===== src/rtl/y86_bus_pkg.sv =====
// Shared types and defaults for the y86 memory-bus arbiter.
// The wait counter is sized from the TIMEOUT parameter of each instance.
package y86_bus_pkg;

  localparam int AW_DEF      = 32;
  localparam int DW_DEF      = 32;
  localparam int TIMEOUT_DEF = 16;

  typedef enum logic [1:0] {
    IDLE   = 2'd0,
    ACCESS = 2'd1,
    RESP   = 2'd2
  } state_t;

  // Index of a requester: 0 = y86_seq core, 1 = debug/DMA loader.
  typedef logic port_t;

  // TIMEOUT is at least 2, so the counter is at least one bit wide.
  function automatic int cnt_width(input int timeout);
    return $clog2(timeout);
  endfunction

  localparam int CNT_W_DEF = $clog2(TIMEOUT_DEF);

endpackage


===== src/rtl/y86_rr_pick.sv =====
// Combinational two-way picker: chooses which requester gets the bus next.
// On a conflict, round-robin favours the port that did not own the last transfer.
module y86_rr_pick
  import y86_bus_pkg::*;
#(
  parameter bit FIXED_PRIO = 1'b0
) (
  input  logic [1:0] i_req,
  input  port_t      i_last,
  output port_t      o_winner,
  output logic       o_any
);

  always_comb begin
    o_winner = 1'b0;
    o_any    = |i_req;
    if (&i_req) begin
      o_winner = FIXED_PRIO ? 1'b0 : ~i_last;
    end else if (i_req[1]) begin
      o_winner = 1'b1;
    end
  end

endmodule


===== src/rtl/y86_bus_arbiter.sv =====
// Two-requester arbiter and transfer sequencer for the y86 memory bus.
// Each transfer runs IDLE -> ACCESS (waits for mem_rdy or times out) -> RESP.
module y86_bus_arbiter
  import y86_bus_pkg::*;
#(
  parameter int AW         = AW_DEF,
  parameter int DW         = DW_DEF,
  parameter int TIMEOUT    = TIMEOUT_DEF,
  parameter bit FIXED_PRIO = 1'b0
) (
  input  logic          clk,
  input  logic          rst,
  input  logic          m0_req,
  input  logic          m0_we,
  input  logic [AW-1:0] m0_addr,
  input  logic [DW-1:0] m0_wdata,
  input  logic          m1_req,
  input  logic          m1_we,
  input  logic [AW-1:0] m1_addr,
  input  logic [DW-1:0] m1_wdata,
  output logic          m0_gnt,
  output logic          m1_gnt,
  output logic          m0_done,
  output logic          m1_done,
  output logic [DW-1:0] rdata,
  output logic          err,
  output logic [AW-1:0] mem_A,
  output logic [DW-1:0] mem_out,
  output logic          mem_WE,
  output logic          mem_RE,
  input  logic [DW-1:0] mem_in,
  input  logic          mem_rdy,
  output state_t        dbg_state
);

  localparam int          CW       = cnt_width(TIMEOUT);
  localparam logic [CW-1:0] CNT_LAST = CW'(TIMEOUT - 1);

  // Handshake: a requester raises req and holds it until its done pulse;
  // req is sampled only in IDLE, and addr/we/wdata are captured at that same
  // edge, so later changes on either port have no effect on the transfer.

  state_t        r_state;
  port_t         r_port;
  port_t         r_last;
  logic          r_we;
  logic [AW-1:0] r_addr;
  logic [DW-1:0] r_wdata;
  logic [DW-1:0] r_rdata;
  logic          r_err;
  logic [CW-1:0] r_cnt;

  state_t        w_next;
  logic          w_take;
  logic          w_timeout;
  port_t         w_winner;
  logic          w_any;
  logic          w_access;
  logic          w_resp;
  logic          w_busy;

  y86_rr_pick #(
    .FIXED_PRIO (FIXED_PRIO)
  ) u_pick (
    .i_req    ({m1_req, m0_req}),
    .i_last   (r_last),
    .o_winner (w_winner),
    .o_any    (w_any)
  );

  always_comb begin
    w_next    = r_state;
    w_take    = 1'b0;
    w_timeout = 1'b0;
    case (r_state)
      IDLE: begin
        if (w_any) begin
          w_next = ACCESS;
          w_take = 1'b1;
        end
      end
      ACCESS: begin
        // A completion in the last allowed cycle still counts as success.
        if (mem_rdy) begin
          w_next = RESP;
        end else if (r_cnt == CNT_LAST) begin
          w_next    = RESP;
          w_timeout = 1'b1;
        end
      end
      RESP: begin
        w_next = IDLE;
      end
      default: begin
        w_next = IDLE;
      end
    endcase
  end

  always_ff @(posedge clk) begin
    if (rst) begin
      r_state <= IDLE;
      r_port  <= 1'b0;
      r_last  <= 1'b1;
      r_we    <= 1'b0;
      r_addr  <= '0;
      r_wdata <= '0;
      r_rdata <= '0;
      r_err   <= 1'b0;
      r_cnt   <= '0;
    end else begin
      r_state <= w_next;
      if (w_take) begin
        r_port <= w_winner;
        if (w_winner) begin
          r_we    <= m1_we;
          r_addr  <= m1_addr;
          r_wdata <= m1_wdata;
        end else begin
          r_we    <= m0_we;
          r_addr  <= m0_addr;
          r_wdata <= m0_wdata;
        end
      end
      if (r_state == ACCESS) begin
        r_cnt <= r_cnt + 1'b1;
        if (mem_rdy) begin
          r_err <= 1'b0;
          if (!r_we) begin
            r_rdata <= mem_in;
          end
        end else if (w_timeout) begin
          r_err <= 1'b1;
        end
      end
      if (r_state == RESP) begin
        r_last <= r_port;
        r_cnt  <= '0;
      end
    end
  end

  assign w_access = (r_state == ACCESS);
  assign w_resp   = (r_state == RESP);
  assign w_busy   = w_access | w_resp;

  assign m0_gnt   = w_busy & ~r_port;
  assign m1_gnt   = w_busy &  r_port;
  assign m0_done  = w_resp & ~r_port;
  assign m1_done  = w_resp &  r_port;
  assign err      = w_resp &  r_err;
  assign rdata    = r_rdata;

  assign mem_A    = w_access ? r_addr  : '0;
  assign mem_out  = w_access ? r_wdata : '0;
  assign mem_WE   = w_access &  r_we;
  assign mem_RE   = w_access & ~r_we;

  assign dbg_state = r_state;

endmodule

===== config.mk =====
export PLATFORM = sky130hd
export DESIGN_NAME = y86_bus_arbiter
export DESIGN_NICKNAME = d
export VERILOG_FILES = /design/src/rtl/y86_bus_pkg.sv /design/src/rtl/y86_rr_pick.sv /design/src/rtl/y86_bus_arbiter.sv
export SDC_FILE = /design/constraint.sdc
export NUM_CORES = 1
export LEC_CHECK = 0
export ABC_AREA = 1
export BUFFER_PORTS_ARGS = -buffer_cell sky130_fd_sc_hd__clkbuf_2
export CAP_MARGIN = 5
export CORE_MARGIN = 10
export CORE_UTILIZATION = 46
export CTS_CLUSTER_DIAMETER = 150
export CTS_CLUSTER_SIZE = 40
export DETAILED_ROUTE_END_ITERATION = 8
export PLACE_DENSITY = 0.81
export RECOVER_POWER = 25
export SYNTH_ARGS = -nofsm -noshare
export SYNTH_HDL_FRONTEND = slang
export SYNTH_SLANG_ARGS = --single-unit

===== constraint.sdc =====
create_clock -name clk -period 1.7 [get_ports clk]
set_clock_uncertainty 0.05 [all_clocks]
set_input_delay 0.17 -clock clk [delete_from_list [all_inputs] [get_ports clk]]
set_output_delay 0.17 -clock clk [all_outputs]
set_load 0.02 [all_outputs]

==> results.json <==
{
  "floorplan.die_area_sq_um": 16400,
  "antenna_left": 0,
  "seq_area_sq_um": 2130,
  "irDropWorstVdd_uv": 904,
  "cp-end-kind": "flop",
  "flow.area_growth_from_synthesis_pct": 43.2,
  "floorplan.core_area_sq_um": 11400,
  "num_io_pins": 272,
  "crit_path_class": "reg2reg",
  "yosys_register_bits": 106,
  "synth_largest_type_area_fraction": 0.396,
  "post_synth_main_area_contributors": "sky130_fd_sc_hd__dfxtp_1 40%, sky130_fd_sc_hd__nor2_1 19%, sky130_fd_sc_hd__nand2_1 15%",
  "cap_violations": 0,
  "avgSynthCellArea_sq_um": 5.94,
  "pwr_density_cell_nw_per_um2": 951,
  "detail_route.wl_per_cell_um": 13.7,
  "max_clock_freq_mhz": 593,
  "layout.filler_cells": 1038,
  "synth_warnings": 0,
  "ys_seq_area_frac": 0.396,
  "synth_cell_types": 22,
  "finalHoldViolCount": 0,
  "postSynthCellCount": 902,
  "slew_headroom": 0.728,
  "clk_root_buffer_cell": "sky130_fd_sc_hd__clkbuf_16",
  "cts_sinks": 106,
  "grt_start_max_net_pins": 101,
  "final.setup.worst_slack_ps": 14.7,
  "finalPower_mw": 7.30,
  "cellLeakagePower_nw": 4.71,
  "die_height_um": 128,
  "synth.largest_area_cell": "sky130_fd_sc_hd__dfxtp_1",
  "multi_input_comb_area_sq_um": 2480,
  "clkLatencyLatePin_ps": 350,
  "place_ws_ps": 144,
  "route.final.wire_length_um": 18100,
  "diodes": 0,
  "timing.critical_path.from": "dbg_state[1]$_SDFFE_PP0P_",
  "hold_path.startpoint": "mem_in[25]",
  "finalNonFillerCells": 1326,
  "min_period_ps": 1690,
  "final.hold.worst_slack_ps": 26.5,
  "cts_tree": "built",
  "antenna_violations_before_repair": 0,
  "drive_above_1_share": 0.243,
  "fp-row-count": 39,
  "die_w_um": 128,
  "num-nets-final": 1349,
  "drt_first_pass_iters": 5,
  "route.detailed.vias_per_inst": 4.62,
  "floorplan.initialDensity": 0.469,
  "synth.cell_area_sq_um": 5360,
  "initialDrtViolationCount": 383,
  "cts_buffer_depth": 2,
  "timing.critical_path.fanout_max": 20,
  "worst-slew-pin-transition_ps": 408,
  "critical_path_arrival_ps": 1880,
  "path_clk_slew_ps": 70,
  "io_buffers": 271,
  "cts.htree.levels": 3,
  "final_clock_period_utilization_by_the_worst_path": 0.991,
  "first_global_vias": 5793,
  "synth_nets": 1073,
  "cts_made_buffers": 9,
  "grt_setup_unrepaired": "yes",
  "numPlacedInstances": 1278,
  "cp_data_required_time_ps": 1890,
  "timing.hold.worst.class": "in2reg",
  "setup_viols_final": 0,
  "timing.final.max_slew_violations": 0,
  "crit-reg2reg-launch": "dbg_state[1]$_SDFFE_PP0P_",
  "grt_first_pass_wirelength_um": 28400,
  "grt_remaining_overflow": 0,
  "critPathLaunchType": "flop",
  "drc": 0,
  "hpwl_um": 12700,
  "global_route.usage.total": 0.209,
  "run_status": "finished, final reports clean",
  "gp_congestion": 0.791,
  "routed-via-count": 6122
}
routing by layer:
layer,part of all wire,track usage
met5,0,0
met4,0.025,0.0629
met3,0.088,0.0931
met2,0.50,0.353
met1,0.39,0.232
power breakdown:
part | leakage [nW] | switching [mW] | internal (mW)
Clock | 0.153 | 1.02 | 1.17
Sequential | 0.875 | 0.177 | 2.82
Combinational | 3.68 | 1.29 | 0.823
cells in the final DEF (no fill, tap or decap), drive strengths merged:
cell and count:
a31oi 1, a21oi 4, o21ai 99, nand2 214
buf 66, nand4 1, nand3 4, inv 144
clkinv 3, nor4 1, nor2 274, clkbuf 229
dlygate4sd3 31, bufinv 1, clkinvlp 1, dfxtp 106
ha 4
flip-flops by register name (all words and copies together), names as in the netlist:
name and cells:
dbg_state 2, r_addr 32, r_cnt 4, r_err 1, r_last 1, r_port 1, r_wdata 32, r_we 1
rdata 32
synthesized netlist by cell type:
master / count
sky130_fd_sc_hd__nor2_1: 273
sky130_fd_sc_hd__nand2_1: 214
sky130_fd_sc_hd__inv_1: 140
sky130_fd_sc_hd__dfxtp_1: 106
sky130_fd_sc_hd__o21ai_0: 91
sky130_fd_sc_hd__buf_2: 26
sky130_fd_sc_hd__clkbuf_1: 17
sky130_fd_sc_hd__o21ai_1: 7
sky130_fd_sc_hd__buf_4: 6
sky130_fd_sc_hd__a21oi_1: 4
sky130_fd_sc_hd__ha_1: 4
sky130_fd_sc_hd__nand3_1: 4
sky130_fd_sc_hd__a31oi_1: 1
sky130_fd_sc_hd__buf_1: 1
sky130_fd_sc_hd__buf_6: 1
sky130_fd_sc_hd__clkbuf_2: 1
sky130_fd_sc_hd__clkinv_1: 1
sky130_fd_sc_hd__inv_2: 1
sky130_fd_sc_hd__nand4_1: 1
sky130_fd_sc_hd__nor2_2: 1
sky130_fd_sc_hd__nor4_1: 1
sky130_fd_sc_hd__o21ai_2: 1
worst max-delay path, cell delays in order (launching register included):
cell and delay [ps]:
sky130_fd_sc_hd__dfxtp_2 340, sky130_fd_sc_hd__inv_2 80, sky130_fd_sc_hd__ha_4 190, sky130_fd_sc_hd__buf_4 170, sky130_fd_sc_hd__nand2_1 100, sky130_fd_sc_hd__nor2_4 120
sky130_fd_sc_hd__inv_1 70, sky130_fd_sc_hd__buf_4 210, sky130_fd_sc_hd__nor2_1 150, sky130_fd_sc_hd__nor2_1 70
per-stage QoR:
stage	area (sq um)	setup TNS, ps	util
after floorplan	5360	0	-
after global placement	6810	0	0.597
after detailed placement	6810	0	0.597
after CTS	7510	-4.74	0.658
after global routing	7670	-939	0.672
final	7670	0	0.672
cells by family after synthesis:
family          share of synthesized area
fa+ha+maj                         0.00934
buf+inv                             0.148
simple gates                        0.349
compound gates                     0.0981
flops                               0.396
cell type report:
cell class | count | area share
multi-input cells | 602 | 0.323
inverters | 142 | 0.0701
clock buffers | 9 | 0.0294
flip-flops and latches | 106 | 0.277
well taps | 143 | 0.0233
clock inverters | 7 | 0.0106
repair buffers | 317 | 0.266
worst paths after layout:
check | end | cells past startpoint | slack, ps
setup / recovery | rdata[28]$_SDFFE_PP0P_ | 9 | 10
hold / removal | rdata[25]$_SDFFE_PP0P_ | 3 | 30
setup reg to reg | rdata[28]$_SDFFE_PP0P_ | 9 | 10
hold reg to reg | r_last$_SDFFE_PP1N_ | 2 | 420
repair_timing:
item | in CTS | in global routing
gates cloned | 0 | 0
hold buffers | 31 | 0
setup endpoints to repair | 60 | 64
hold endpoints to repair | 32 | 0
buffers inserted | 2 | 0
gates resized for setup | 21 | 122
pin swaps | 0 | 0
Note: power is estimated with default switching activity, not from simulation.
